File: src/rtl/rv0_csr_access.sv
// rv0_csr_access: Zicsr read-modify-write sequencer between execute and the CSR file
module rv0_csr_access #(
    parameter int XLEN = 32
) (
    input  logic            clk_i,
    input  logic            rst_ni,
    input  logic            flush_i,
    input  logic            req_valid_i,
    output logic            req_ready_o,
    input  logic [1:0]      req_op_i,
    input  logic            req_imm_i,
    input  logic [XLEN-1:0] req_rs1_i,
    input  logic [4:0]      req_zimm_i,
    input  logic            req_rd_zero_i,
    input  logic [11:0]     req_addr_i,
    input  logic [1:0]      req_priv_i,
    output logic            csr_re_o,
    output logic            csr_we_o,
    output logic [11:0]     csr_addr_o,
    output logic [XLEN-1:0] csr_wdata_o,
    input  logic [XLEN-1:0] csr_rdata_i,
    input  logic            csr_err_i,
    output logic            rsp_valid_o,
    input  logic            rsp_ready_i,
    output logic [XLEN-1:0] rsp_rdata_o,
    output logic            rsp_illegal_o
);
    typedef enum logic [2:0] {S_IDLE, S_RD, S_RDW, S_WR, S_RESP} state_t;

    localparam logic [1:0] OP_RW = 2'b01;
    localparam logic [1:0] OP_RS = 2'b10;

    state_t          r_state;
    logic [1:0]      r_op;
    logic [XLEN-1:0] r_opnd;
    logic [11:0]     r_addr;
    logic            r_do_wr;
    logic [XLEN-1:0] r_old;
    logic            r_illegal;

    logic            w_accept;
    logic [XLEN-1:0] w_opnd;
    logic            w_do_rd;
    logic            w_do_wr;
    logic            w_pre_ill;
    logic [XLEN-1:0] w_wdata;

    assign w_accept  = req_valid_i && req_ready_o;
    assign w_opnd    = req_imm_i ? {{(XLEN-5){1'b0}}, req_zimm_i} : req_rs1_i;
    assign w_do_rd   = !(req_op_i == OP_RW && req_rd_zero_i);
    assign w_do_wr   = (req_op_i == OP_RW) || (req_zimm_i != 5'd0);
    assign w_pre_ill = (req_op_i == 2'b00) || (req_addr_i[9:8] > req_priv_i) ||
                       (req_addr_i[11:10] == 2'b11 && w_do_wr);
    assign w_wdata   = (r_op == OP_RW) ? r_opnd :
                       (r_op == OP_RS) ? (r_old | r_opnd) : (r_old & ~r_opnd);

    // Sequencer: latch the request, walk read/write phases, hold the response until taken
    always_ff @(posedge clk_i or negedge rst_ni) begin
        if (!rst_ni) begin
            r_state   <= S_IDLE;
            r_op      <= 2'b00;
            r_opnd    <= '0;
            r_addr    <= '0;
            r_do_wr   <= 1'b0;
            r_old     <= '0;
            r_illegal <= 1'b0;
        end else if (flush_i) begin
            r_state <= S_IDLE;
        end else begin
            case (r_state)
                S_IDLE: if (w_accept) begin
                    r_op      <= req_op_i;
                    r_opnd    <= w_opnd;
                    r_addr    <= req_addr_i;
                    r_do_wr   <= w_do_wr;
                    r_old     <= '0;
                    r_illegal <= w_pre_ill;
                    r_state   <= w_pre_ill ? S_RESP : (w_do_rd ? S_RD : S_WR);
                end
                S_RD:  r_state <= S_RDW;
                S_RDW: begin
                    r_old     <= csr_rdata_i;
                    r_illegal <= csr_err_i;
                    r_state   <= (csr_err_i || !r_do_wr) ? S_RESP : S_WR;
                end
                S_WR: begin
                    r_illegal <= csr_err_i;
                    r_state   <= S_RESP;
                end
                S_RESP: if (rsp_ready_i) r_state <= S_IDLE;
                default: r_state <= S_IDLE;
            endcase
        end
    end

    assign req_ready_o   = (r_state == S_IDLE) && !flush_i;
    assign csr_re_o      = (r_state == S_RD);
    assign csr_we_o      = (r_state == S_WR);
    assign csr_addr_o    = (csr_re_o || csr_we_o) ? r_addr : 12'h000;
    assign csr_wdata_o   = csr_we_o ? w_wdata : '0;
    assign rsp_valid_o   = (r_state == S_RESP);
    assign rsp_illegal_o = rsp_valid_o && r_illegal;
    assign rsp_rdata_o   = (rsp_valid_o && !r_illegal) ? r_old : '0;
endmodule

File: config.mk
export PLATFORM = sky130hd
export DESIGN_NAME = rv0_csr_access
export DESIGN_NICKNAME = d
export VERILOG_FILES = /design/src/rtl/rv0_csr_access.sv
export SDC_FILE = /design/constraint.sdc
export NUM_CORES = 1
export LEC_CHECK = 0
export CAP_MARGIN = 20
export CORE_UTILIZATION = 46
export CTS_BUF_LIST = sky130_fd_sc_hd__clkbuf_8
export DETAILED_ROUTE_END_ITERATION = 10
export GPL_ROUTABILITY_DRIVEN = 0
export GPL_TIMING_DRIVEN = 0
export PLACE_DENSITY = 0.94
export SLEW_MARGIN = 10
export SYNTH_ARGS = -nofsm -noshare
export SYNTH_HDL_FRONTEND = slang
export SYNTH_SLANG_ARGS = --single-unit
File: constraint.sdc
create_clock -name clk_i -period 1.7 [get_ports clk_i]
set_input_delay 0.34 -clock clk_i [delete_from_list [all_inputs] [get_ports clk_i]]
set_output_delay 0.34 -clock clk_i [all_outputs]
set_load 0.02 [all_outputs]
Yosys cells after proc, flatten, opt, wreduce, memory -nomap -nowiden:

Index checks and enable logic that the tools add are counted.

* logic and storage cells: 64
* output and inout port bits: 81
* bits of input ports: 93
* bits in registers: 83

* eq/ne operators: 11
* reductions and logical operators: 24
* bitwise operators: 4
* mux-type cells: 17
* magnitude comparators: 1

Operator list (number)
* 2-to-1 mux 32 bit: 6
* one-hot mux 32 bit (2 select lines): 1
* bitwise AND 32 bit: 1
* inverter 32 bit: 1
* OR 32 bit: 1
* 2-to-1 mux 3 bit: 5
* one-hot mux 3 bit (5 select lines): 1
* 2-to-1 mux 12 bit: 1
* AND reduction 3 bit: 3
* == test 3 x 2 -> 1 bit (second input constant): 2
* logical AND 1 bit: 6
* logical OR 1 bit: 5
* nonzero test 5 bit: 1
* == test 2 x 1 -> 1 bit (second input constant): 2
* == test 2 bit (second input constant): 2
* nonzero test 2 bit: 2
* == test 3 x 1 -> 1 bit (second input constant): 1
* == test 3 bit (second input constant): 1
* zero test 1 bit: 3
* zero test 3 bit: 1
* inequality test 3 x 2 -> 1 bit (second input constant): 1
* inequality test 3 bit (second input constant): 1
* > comparator 2 bit: 1
* zero test 2 bit: 1
* other kinds (7): 7

Logic depth before layout (Yosys ltp):

* depth after elaboration: 8
* depth in mapped cells: 7
* depth with buffers taken out: 6

Least setup slack after synthesis:

OpenSTA, ideal clock, no wires.

* path type: reg2out
* from: register r_state[1]
* to: output csr_wdata_o[21]
* required time: 1.360 ns
* path slack: -0.205 ns
* arrival: 1.565 ns
* buffers on the path: 3
* stages on the path, launching flop included: 7
* cells stage by stage: dfrtp_1 -> buf_6 -> nor2b_1 -> buf_2 -> nand2_1 -> clkbuf_1 -> a211oi_1

* longest elaborated chain between the ends: 2

Ends and longest elaborated chain
* from (decl): line 33 `state_t r_state;`
* from (signal assigned): line 78 `r_state <= w_pre_ill ? S_RESP : (w_do_rd ? S_RD : S_WR);`
* from (signal assigned): line 84 `r_state <= (csr_err_i || !r_do_wr) ? S_RESP : S_WR;`
* == test 3 x 2 -> 1 bit: line 98 `assign csr_we_o = (r_state == S_WR);`
* 2-to-1 mux 32 bit: line 100 `assign csr_wdata_o = csr_we_o ? w_wdata : '0;`
* to (decl): line 20 `output logic [XLEN-1:0] csr_wdata_o,`

No other way between the ends.

Worst setup path in the final report:

* from: register r_op[1]
* to: output csr_wdata_o[13]

* longest elaborated chain between the ends: 4
* elaborated cells on any way between the ends: 5
* those cells by class: eq/ne (2); mux (3)

Ends and longest elaborated chain
* from (decl): line 34 `logic [1:0] r_op;`
* from (signal assigned): line 72 `r_op <= req_op_i;`
* == test 2 bit: line 55 `(r_op == OP_RS) ? (r_old | r_opnd) : (r_old & ~r_opnd);`
* 2-to-1 mux 32 bit: line 55
* 2-to-1 mux 32 bit (*): line 54 `assign w_wdata = (r_op == OP_RW) ? r_opnd :`
* 2-to-1 mux 32 bit (*): line 100

Every way passes the cells marked *; elsewhere a longest branch is shown, timed or not.

==> flow_summary.yaml <==
global_route:
  grt_first_pass_wirelength_um: 26700
  grt_max_degree: 45
  grt_util_all_layers_pct: 33.4
  first_global_vias: 5355
  antenna_found_initial: 0
  grt.overflow.total: 0
power:
  switching_share_pct: 38.3
  seqPwrFrac_pct: 37.4
  p_sw_uw: 2740
  ir_drop_mv: 0.517
  p_comb_share_pct: 41.7
  cellPowerDensity_nw_per_um2: 828
  power_leakage_uw: 0.00378
  intPower_uw: 4420
  clkPwrFrac_pct: 20.9
cells_and_area:
  final_common_cell: "nand2_1"
  area.sequential_um2: 2080
  mostFrequentLayoutCells: "nand2_1, clkdlybuf4s50_1, buf_6"
  multi_input_area_um2: 3300
  fillers: 402
  syn2layout_area_growth_pct: 82.8
  utilization_pct: 87.7
  drive_gt1_share_pct: 46.8
  layout.nets: 875
  antenna_cells: 0
floorplanning:
  initial_utilization_pct: 48.0
  core_area_um2: 9860
  die_h_um: 103
  io_pins: 174
  die_w_um: 103
  die_area_um2: 10700
  num_rows: 36
timing:
  fmax_mhz: 456
  setup_slack_ps: -495
  setup_viol: 131
  holdWs_ps: 452
  period_share_pct: 129
  fin_crit_ps: 2190
  setup_tns_ps: -37280
  clock-skew-final_ps: 22.6
  drv_slew: 0
  relSlewSlack_pct: 54.9
  rsz0062_at_grt: "yes"
  finalHoldViolCount: 0
  worstMarginPinSlew_ps: 676
synth:
  syn_inst: 549
  seq_area_frac_synth_pct: 43.9
  ys.warnings.count: 0
  synth_seq_cells: 83
  synth_cell_types: 39
  ys.flop_type: "dfrtp_1"
  synth_edf_count: 0
  syn_nets: 644
  synth_area_um2: 4730
  syn_area_per_cell_um2: 8.62
  synthArstFlopShare_pct: 100
route:
  vias: 5361
  viasPerCell: 5.85
  drc: 0
  ant_nets: 0
  dr.pass1.iters: 7
  drt_iter0_markers: 303
  drt-wirelength-per-cell_um: 22.1
  drt_wl_total_um: 20200
job:
  maxCapViolations: 0
critical_path:
  cp_common_cell: "buf_6"
  cp.required_ps: 1360
  critPathMaxFanout: 10
  startpoint_type: "register"
  crit_chain: "buf_6 > nor2_4 > buf_8 > nand2_1 > o21ai_2 > a211oi_4 > buf_6"
  criticalPathCategory: "register to output pin"
  critPathSlowestCell: "dfrtp_1"
  cp.arrival_ps: 1850
  crit_family: "buffers and inverters"
  cp_slowest_stage_delay_ps: 380
  cp_num_buf_inv: 3
  crit_path_end_kind: "output pin"
cts:
  clk_latency_ps: 370
  ctsLongestPathBuffers: 2
  cts_max_level: 3
  cts-root-buf: "clkbuf_8"
  cts.sinks: 83
  cts_tree: "yes"
  numCtsBuffers: 9
  cts.reportedPaths.clkPinSlew_ps: 80
placement:
  dp_hpwl_um: 11000
  portBuffers: 173
outcome:
  status: "finished, violations left"
  failed_checks: "setup timing"
hold_path:
  hold_path_class: "primary input to register"
per-layer routing:
layer  routed length, um  vias to the layer above  GRT usage, %
met2               10200                      352          58.7
met5                   0                        -             0
li1                    -                     2296             -
met3                1570                      101          8.80
met1                7350                     2612          37.5
met4                1120                        0          16.7
cell usage after synthesis, types with 2 or more instances:
master    count  area (um^2)
a211oi_1     31          233
a21oi_1       2         10.0
and2_1       44          275
buf_1         3         11.3
buf_2         6         30.0
buf_6         2         22.5
clkbuf_1     29          109
dfrtp_1      83         2080
ha_1          2         25.0
inv_1         4         15.0
mux2_2        3         33.8
mux2_4       10          150
mux2i_1       6         60.1
nand2_1     134          503
nand2b_1     30          188
nand3_1      32          160
nor2_1        4         15.0
nor2b_1       4         25.0
nor3_1        3         15.0
o21ai_0      67          335
o22ai_1       2         12.5
xnor2_1      31          272
state kept, by name (all words and copies together) (netlist names):
signal,count
r_illegal,1
r_opnd,32
r_addr,12
r_state,3
r_old,32
r_do_wr,1
r_op,2
cell type report:
type | count | share of cell area (%)
flip-flops and latches | 83 | 24.1
well taps | 133 | 1.92
inverters | 4 | 0.203
clock inverters | 4 | 0.579
multi-input cells | 422 | 38.2
plain buffers | 39 | 5.76
clock buffers | 11 | 1.75
repair buffers | 221 | 27.5
path summary, 6_finish.rpt:
path / to / slack, ps / startpoint / cells past startpoint
max in group asynchronous: r_old[30] / 550 / rst_ni / 3
min: r_state[2] / 450 / flush_i / 2
min in group asynchronous: r_old[8] / 490 / rst_ni / 2
max reg2reg: r_opnd[1] / -200 / r_state[2] / 10
min reg2reg: r_addr[10] / 520 / r_addr[10] / 1
max: csr_wdata_o[13] / -490 / r_op[1] / 7
timing repair:
item | CTS | global route
endpoints found under the setup margin | 155 | 162
hold buffers | 1 | 0
hold endpoints to repair | 39 | 0
buffers inserted | 18 | 13
gates cloned | 14 | 3
gates resized for setup | 674 | 151
pin swaps | 47 | 16
metrics by stage:
step	setup WS, ps	area (um^2)	power [uW]	cells
detailed placement	-1000	6990	4580	856
finish	-495	8650	7160	917
global route	-605	8650	7440	917
global placement	-2870	6970	4450	855
CTS	-358	8120	6530	903
floorplan	-75.6	5070	3890	549
power groups by stage:
| stage | Clock [uW] | Combinational [uW] | Sequential (uW) |
|---|---|---|---|
| floorplan | 0 | 1400 | 2480 |
| global placement | 0 | 1910 | 2530 |
| detailed placement | 0 | 2030 | 2560 |
| CTS | 1470 | 2490 | 2570 |
| global route | 1600 | 3150 | 2700 |
| finish | 1500 | 2990 | 2680 |
worst register-to-register path: cells and delay by family (launching register included):
kind            cells  cell delay [ps]
flops               1              430
compound gates      1               70
simple gates        3              460
buf+inv             6              820
logic make-up after synthesis:
group                      after synthesis  share of synthesized area (%)
AOI/OAI and AO/OA                      110                           13.9
xor gates and xnor gates                31                           5.74
adders and majority gates                2                          0.529
buffers and inverters                   45                           4.39
DFF                                     83                           43.9
muxes                                   19                           5.16
and+or+nand+nor                        259                           26.4
Note: power is estimated with default switching activity, not from simulation.
